<file path="src/rtl/fir_ctrl_pkg.sv">
// rtl/fir_ctrl_pkg.sv - shared state encoding and width helpers for the FIR sequencer
package fir_ctrl_pkg;

   typedef enum logic [1:0] {
      FLUSH,
      IDLE,
      MAC
   } state_t;

   function automatic int tap_width(input int num_taps);
      return $clog2(num_taps);
   endfunction

   // A single channel still carries a 1-bit channel field so ports never collapse to zero width
   function automatic int ch_width(input int num_ch);
      return (num_ch > 1) ? $clog2(num_ch) : 1;
   endfunction

endpackage

</file>
<file path="src/rtl/fir_ctrl_delay_line.sv">
// rtl/fir_ctrl_delay_line.sv - fixed-depth shift register with synchronous active-low clear
module fir_ctrl_delay_line #(
   parameter int WIDTH = 1,
   parameter int DEPTH = 1
) (
   input  logic             clk_i,
   input  logic             rst_ni,
   input  logic [WIDTH-1:0] d_i,
   output logic [WIDTH-1:0] q_o
);

   logic [WIDTH-1:0] stage_q [DEPTH];

   always_ff @(posedge clk_i) begin
      if (!rst_ni) begin
         for (int i = 0; i < DEPTH; i++) begin
            stage_q[i] <= '0;
         end
      end else begin
         stage_q[0] <= d_i;
         for (int i = 1; i < DEPTH; i++) begin
            stage_q[i] <= stage_q[i-1];
         end
      end
   end

   assign q_o = stage_q[DEPTH-1];

endmodule

</file>
<file path="src/rtl/fir_seq_ctrl.sv">
// rtl/fir_seq_ctrl.sv - multi-channel FIR sample/coefficient read sequencer
// Optional coefficient bank select (bank_i) enabled by FIR_CTRL_COEF_BANK_EN.
module fir_seq_ctrl
   import fir_ctrl_pkg::*;
#(
   parameter int NUM_TAPS   = 16,
   parameter int NUM_CH     = 2,
   parameter int PIPE_DELAY = 8,
   parameter int ACC_DELAY  = 4,
   localparam int TAP_W     = tap_width(NUM_TAPS),
   localparam int CH_W      = ch_width(NUM_CH),
   localparam int XA_W      = CH_W + TAP_W,
`ifdef FIR_CTRL_COEF_BANK_EN
   localparam int HA_W      = TAP_W + 1
`else
   localparam int HA_W      = TAP_W
`endif
) (
   input  logic            clk_i,
   input  logic            rst_ni,
   input  logic            s_valid_i,
   output logic            s_ready_o,
   input  logic [CH_W-1:0] s_ch_i,
`ifdef FIR_CTRL_COEF_BANK_EN
   input  logic            bank_i,
`endif
   output logic            x_we_o,
   output logic            x_zero_o,
   output logic [XA_W-1:0] x_waddr_o,
   output logic            x_en_o,
   output logic [XA_W-1:0] x_raddr_o,
   output logic            h_en_o,
   output logic [HA_W-1:0] h_addr_o,
   output logic            fpopmode_bit_o,
   output logic            dv_o,
   output logic [CH_W-1:0] dv_ch_o,
   output logic            busy_o
);

   localparam logic [XA_W-1:0]  FLUSH_LAST = XA_W'(NUM_CH * NUM_TAPS - 1);
   localparam logic [TAP_W-1:0] BEAT_LAST  = TAP_W'(NUM_TAPS - 1);

   state_t           state_q, state_d;
   logic [XA_W-1:0]  flush_cnt_q;
   logic [TAP_W-1:0] beat_q;
   logic [TAP_W-1:0] p_q;
   logic [CH_W-1:0]  ch_q;
   logic [TAP_W-1:0] wptr_q [NUM_CH];
   logic [TAP_W-1:0] rd_tap;
   logic             accept;
   logic             load_flag;
   logic             done_flag;
`ifdef FIR_CTRL_COEF_BANK_EN
   logic             bank_q;
`endif

   assign accept = s_valid_i && (state_q == IDLE);
   // Newest sample sits at p; older taps walk backwards, wrapping inside the channel region
   assign rd_tap = p_q - beat_q;

   always_ff @(posedge clk_i) begin
      if (!rst_ni) begin
         state_q <= FLUSH;
      end else begin
         state_q <= state_d;
      end
   end

   always_comb begin
      state_d   = state_q;
      s_ready_o = 1'b0;
      x_we_o    = 1'b0;
      x_zero_o  = 1'b0;
      x_waddr_o = '0;
      x_en_o    = 1'b0;
      h_en_o    = 1'b0;
      load_flag = 1'b0;
      done_flag = 1'b0;
      unique case (state_q)
         FLUSH: begin
            x_we_o    = 1'b1;
            x_zero_o  = 1'b1;
            x_waddr_o = flush_cnt_q;
            if (flush_cnt_q == FLUSH_LAST) state_d = IDLE;
         end
         IDLE: begin
            s_ready_o = 1'b1;
            x_we_o    = accept;
            x_waddr_o = {s_ch_i, wptr_q[s_ch_i]};
            if (accept) state_d = MAC;
         end
         MAC: begin
            x_en_o    = 1'b1;
            h_en_o    = 1'b1;
            load_flag = (beat_q == '0);
            done_flag = (beat_q == BEAT_LAST);
            if (beat_q == BEAT_LAST) state_d = IDLE;
         end
         default: state_d = FLUSH;
      endcase
   end

   always_ff @(posedge clk_i) begin
      if (!rst_ni) begin
         flush_cnt_q <= '0;
         beat_q      <= '0;
         p_q         <= '0;
         ch_q        <= '0;
         for (int i = 0; i < NUM_CH; i++) begin
            wptr_q[i] <= '0;
         end
      end else begin
         if (state_q == FLUSH) flush_cnt_q <= flush_cnt_q + 1'b1;
         if (accept) begin
            ch_q   <= s_ch_i;
            p_q    <= wptr_q[s_ch_i];
            beat_q <= '0;
         end else if (state_q == MAC) begin
            beat_q <= beat_q + 1'b1;
         end
         if (done_flag) wptr_q[ch_q] <= p_q + 1'b1;
      end
   end

`ifdef FIR_CTRL_COEF_BANK_EN
   always_ff @(posedge clk_i) begin
      if (!rst_ni) begin
         bank_q <= 1'b0;
      end else if (accept) begin
         bank_q <= bank_i;
      end
   end
   assign h_addr_o = {bank_q, beat_q};
`else
   assign h_addr_o = beat_q;
`endif

   assign x_raddr_o = {ch_q, rd_tap};
   assign busy_o    = (state_q != IDLE);

   fir_ctrl_delay_line #(
      .WIDTH(1),
      .DEPTH(ACC_DELAY)
   ) u_load_dly (
      .clk_i (clk_i),
      .rst_ni(rst_ni),
      .d_i   (load_flag),
      .q_o   (fpopmode_bit_o)
   );

   fir_ctrl_delay_line #(
      .WIDTH(1 + CH_W),
      .DEPTH(PIPE_DELAY)
   ) u_done_dly (
      .clk_i (clk_i),
      .rst_ni(rst_ni),
      .d_i   ({done_flag, ch_q}),
      .q_o   ({dv_o, dv_ch_o})
   );

endmodule

</file>
<file path="config.mk">
export PLATFORM = sky130hd
export DESIGN_NAME = fir_seq_ctrl
export DESIGN_NICKNAME = d
export VERILOG_FILES = /design/src/rtl/fir_ctrl_pkg.sv /design/src/rtl/fir_ctrl_delay_line.sv /design/src/rtl/fir_seq_ctrl.sv
export SDC_FILE = /design/constraint.sdc
export NUM_CORES = 1
export LEC_CHECK = 0
export CORE_ASPECT_RATIO = 0.8
export CORE_MARGIN = 2
export CORE_UTILIZATION = 55
export CTS_BUF_LIST = sky130_fd_sc_hd__clkbuf_4 sky130_fd_sc_hd__clkbuf_8
export DETAILED_ROUTE_END_ITERATION = 16
export PLACE_DENSITY = 0.91
export SKIP_LAST_GASP = 1
export SYNTH_ARGS = -nofsm -noshare
export SYNTH_HDL_FRONTEND = slang
export SYNTH_SLANG_ARGS = --single-unit
</file>
<file path="constraint.sdc">
create_clock -name clk_i -period 2.1 [get_ports clk_i]
set_clock_uncertainty 0.2 [all_clocks]
set_input_delay 0.63 -clock clk_i [delete_from_list [all_inputs] [get_ports clk_i]]
set_output_delay 0.63 -clock clk_i [all_outputs]
set_load 0.1 [all_outputs]
</file>
==> results.json, run 1 <==
{
  "root_buffer": "clkbuf_8",
  "synthMuxAreaShare_pct": 3.838,
  "clock_sinks": 44,
  "netlist_area_um2": 1826,
  "ys.warnings.count": 0,
  "synth_top_family_by_area": "simple AND/OR/NAND/NOR gates",
  "synth-xor-area-share_pct": 4.318,
  "postCtsHoldBufs": 0,
  "clock_path_buffers": 2,
  "place_ws_ns": -0.6092,
  "die_w_um": 68.41,
  "synth_compound_area_share_pct": 6.991,
  "globalplace.congestion": 0.8023,
  "die_h_um": 55.53,
  "h-tree-depth": 2,
  "grt_max_degree": 24,
  "syn_inst": 180,
  "synthSimpleGateAreaFrac_pct": 20.49,
  "post-place-cells": 262,
  "synth_nets": 193,
  "endpoint_type": "top-level output",
  "lastStage": "global routing",
  "error_line": "[ERROR DPL-0033] detailed placement checks failed during check placement.",
  "outcome": "did not finish",
  "synth.avg_cell_area_um2": 10.14,
  "yosysSeqAreaShare_pct": 52.64,
  "ys_seq_elements": 44,
  "start_util_pct": 58.31,
  "synth.distinct_cells": 32,
  "rows": 18,
  "postGrtWorstEndpoint": "x_raddr_o[3]",
  "ioPinCount": 27,
  "synth-adder-area-share_pct": 6.580,
  "io_buffers": 26,
  "antenna_found_initial": 0,
  "place_hpwl_um": 3445,
  "numCtsBuffers": 5
}
-- timing repair --
action                     4_1_cts
setup endpoints to repair       20
pin swaps                        3
gates resized for setup         23
buffers inserted                13
-- metrics by stage --
stage	area, um2	utilization [%]
after CTS	2968	94.80
after detailed placement	2725	87.05
after global placement	2725	87.05
after floorplan	2096	-
-- synthesized netlist by cell type --
master	number	share of area (%)
a211oi_1	8	3.3
a21o_1	1	0.41
a21oi_1	6	1.6
a31oi_1	1	0.34
and2_1	17	5.8
and3_1	1	0.34
and3b_1	1	0.48
buf_2	3	0.82
buf_4	2	0.82
clkbuf_1	5	1.0
dfxtp_1	36	39
edfxtp_1	8	13
fa_1	1	1.1
ha_1	8	5.5
inv_1	12	2.5
mux2i_1	7	3.8
nand2_1	7	1.4
nand2b_1	4	1.4
nand3_1	3	0.82
nand3b_1	1	0.41
nand3b_4	1	1.1
nand4_1	1	0.34
nor2_1	27	5.6
nor2b_1	1	0.34
nor3b_1	1	0.41
nor4b_1	1	0.48
o21ai_0	3	0.82
o32ai_1	1	0.48
or3_1	1	0.34
or3_4	2	1.2
xnor2_1	7	3.4
xor2_1	2	0.96
-- kinds of logic after synthesis --
group | after synthesis
flops | 44
compound gates | 20
xor+xnor | 9
buf+inv | 22
fa+ha+maj | 9
mux | 7
simple gates | 69
==> run 2, diff against run 1 <==
--- a/config.mk
+++ b/config.mk
@@ -5,12 +5,10 @@
 export SDC_FILE = /design/constraint.sdc
 export NUM_CORES = 1
 export LEC_CHECK = 0
-export CORE_ASPECT_RATIO = 0.8
 export CORE_MARGIN = 2
-export CORE_UTILIZATION = 55
-export CTS_BUF_LIST = sky130_fd_sc_hd__clkbuf_4 sky130_fd_sc_hd__clkbuf_8
+export CORE_UTILIZATION = 40
 export DETAILED_ROUTE_END_ITERATION = 16
-export PLACE_DENSITY = 0.91
+export PLACE_DENSITY_LB_ADDON = 0.15
 export SKIP_LAST_GASP = 1
 export SYNTH_ARGS = -nofsm -noshare
 export SYNTH_HDL_FRONTEND = slang
==> run 2 against run 1 <==
Effect of this change:
- the flow now finishes, with violations (setup timing)
- synthesized cell count unchanged
- area after synthesis unchanged
==> results.json, run 2 <==
{
  "use_met3_pct": 5.063,
  "finalCriticalPeriod_ns": 2.458,
  "synth_commonest_cells": "dfxtp_1 (36), nor2_1 (27), and2_1 (17)",
  "clock_path_buffers": 2,
  "die_w_um": 71.56,
  "grt.busiest_layer": "met2",
  "mostFrequentLayoutCells": "buf_4 (33), dfxtp_1 (28), buf_12 (25), nor2_1 (24), and2_1 (17)",
  "tightest_slew_ns": 0.4269,
  "timing.final.ws_setup_ns": -0.3579,
  "synth_nets": 193,
  "core_um2": 4384,
  "synth_edf_count": 8,
  "synth.area.top_cells": "dfxtp_1 (39%), edfxtp_1 (13%), and2_1 (5.8%)",
  "finalWirelength_um": 4414,
  "regMostFlops": "u_done_dly.stage_q",
  "drc_errors": 0,
  "globalplace.congestion": 0.8459,
  "syn_inst": 180,
  "yosys_most_used_dff": "dfxtp_1",
  "holdCritPathClass": "flip-flop to flip-flop",
  "synth.most_common_cell": "dfxtp_1",
  "grt_pass1_wl_um": 7272,
  "area_delta_synth_final_pct": 67.85,
  "ioPinCount": 27,
  "async_flop_share_pct": 0,
  "ir_drop_v": 0.0003213,
  "start_util_pct": 41.64,
  "yosysSeqAreaShare_pct": 52.64,
  "crit_chain": "inv_4 -> ha_4 -> a21o_1 -> a31oi_4 -> xnor2_4 -> buf_12",
  "relSlewSlack_pct": 71.33,
  "grt_pass1_vias": 1517,
  "critical_path_class": "flip-flop to output port",
  "synth.distinct_cells": 32,
  "timing.fmax_mhz": 406.9,
  "critPathLaunchType": "flip-flop",
  "use_met2_pct": 31.48,
  "fin_total_pwr_mw": 1.661,
  "ys.warnings.count": 0,
  "drive_gt1_share_pct": 45.71,
  "largestRegisters": "u_done_dly.stage_q (16), wptr_q (8), flush_cnt_q (5)",
  "final_common_cell": "buf_4",
  "hold_ws_ns": 0.2371,
  "die-area_um2": 5120,
  "slowest_stage": "dfxtp_4",
  "hold_viol_final": 0,
  "netlist_area_um2": 1826,
  "rsz0062_at_grt": "yes",
  "rows": 24,
  "final_area_um2": 3064,
  "antenna_left": 0,
  "reg2regPathDepth": 7,
  "drtIter0Drc": 83,
  "root_buffer": "clkbuf_8",
  "drv_slew": 0,
  "clkTransAtPathRegs_ns": 0.09,
  "synth.avg_cell_area_um2": 10.14,
  "routedWlPerCell_um": 14.86,
  "dr.pass1.iters": 4,
  "path_max_fanout": 2,
  "numCtsBuffers": 5,
  "largest_register_ffs": 16,
  "clock_latency_ns": 0.29,
  "clock_sinks": 44,
  "place_hpwl_um": 3175,
  "whs_path_depth": 1,
  "pwr_density_cell_nw_per_um2": 542.0,
  "leakage_nw": 1.210,
  "endpoint_kind": "output port",
  "ys_seq_elements": 44,
  "setup_viol": 11,
  "antenna_found_initial": 0,
  "setup_tns_ns": -1.859,
  "cp.required_ns": 1.27,
  "maxCapViolCount": 0,
  "outcome": "complete, but fails checks",
  "diodes": 0,
  "synth_top_area_share_pct": 39.48,
  "violations": "setup timing",
  "cts_tree": "done",
  "cp.arrival_ns": 1.63,
  "vias_per_cell": 4.997,
  "synth_area_leader_cell": "dfxtp_1",
  "placed_cell_area_um2": 2748,
  "io_buffers": 26,
  "gr-total-overflow": 0,
  "grt_max_degree": 24,
  "vias": 1484,
  "fin_crit_sh_pct": 117.0,
  "die_h_um": 71.56,
  "r2r_slack_ns": 0.05,
  "final_nets": 257,
  "grt_use_total_pct": 18.53,
  "critical_path.max_stage_delay_ns": 0.37,
  "h-tree-depth": 2,
  "grtUsageMet1_pct": 22.90
}
## run 2: cell counts after synthesis
No cell type changed its count.
## run 2: metal layers
layer | part of all wire (%) | vias up
met5 | 0 | -
met4 | 1.0 | 0
met3 | 4.3 | 4
met2 | 53 | 36
met1 | 42 | 729
li1 | - | 715
## run 2: cells by family (layout without fill, tap and decap cells)
kind of cell               Yosys count  after routing  share of synthesized area [%]
AOI/OAI and AO/OA                   20             20                          6.992
xor gates and xnor gates             9              9                          4.318
adders and majority gates            9              9                          6.580
buffers and inverters               22             87                          5.140
DFF                                 44             44                          52.64
muxes                                7              7                          3.838
and+or+nand+nor                     69             69                          20.49
## run 2: layout make-up
cell class	count	area (um2)
Clock buffer	5	68.82
Clock inverter	3	46.29
Fill cell	328	1320
Inverter	12	61.31
Multi-Input combinational cell	114	994.7
Sequential cell	44	983.4
Tap cell	52	65.06
Timing Repair Buffer	67	844.6
## run 2: worst paths after layout
| path | end | from |
|---|---|---|
| max | x_raddr_o[3] | h_addr_o[2]$_SDFFE_PP0P_ |
| min | u_load_dly.stage_q[1]$_DFF_P_ | u_load_dly.stage_q[0]$_DFF_P_ |
| max reg2reg | wptr_q[1][2]$_SDFFCE_PN0P_ | state_q[0]$_SDFFE_PN0P_ |
| min reg2reg | u_load_dly.stage_q[1]$_DFF_P_ | u_load_dly.stage_q[0]$_DFF_P_ |
## run 2: metrics by stage
stage	utilization (%)	setup WS, ns	instances
floorplan	-	-0.5782	180
global placement	62.67	-0.5971	275
detailed placement	62.67	-0.6277	275
CTS	69.06	-0.3806	293
global route	69.89	-0.4270	297
finish	69.89	-0.3579	297
## run 2: what timing repair did
action | CTS | global route
pin swaps | 4 | 3
cloned | 0 | 0
buffers inserted | 11 | 5
endpoints found under the setup margin | 14 | 13
hold buffers | 0 | 0
endpoints found under the hold margin | 0 | 0
gates resized for setup | 25 | 7
## run 2: critical path: cells and delay by family, from the launching register on
kind	cells	cell delay, ns
compound gates	2	0.38
flops	1	0.37
buf+inv	2	0.23
fa+ha+maj	1	0.20
xor+xnor	1	0.15
## run 2: power by group
| group | switching [mW] | internal [mW] |
|---|---|---|
| Clock | 0.298 | 0.358 |
| Combinational | 0.0781 | 0.0553 |
| Sequential | 0.0102 | 0.861 |
Power figures use the tool's default switching activity.
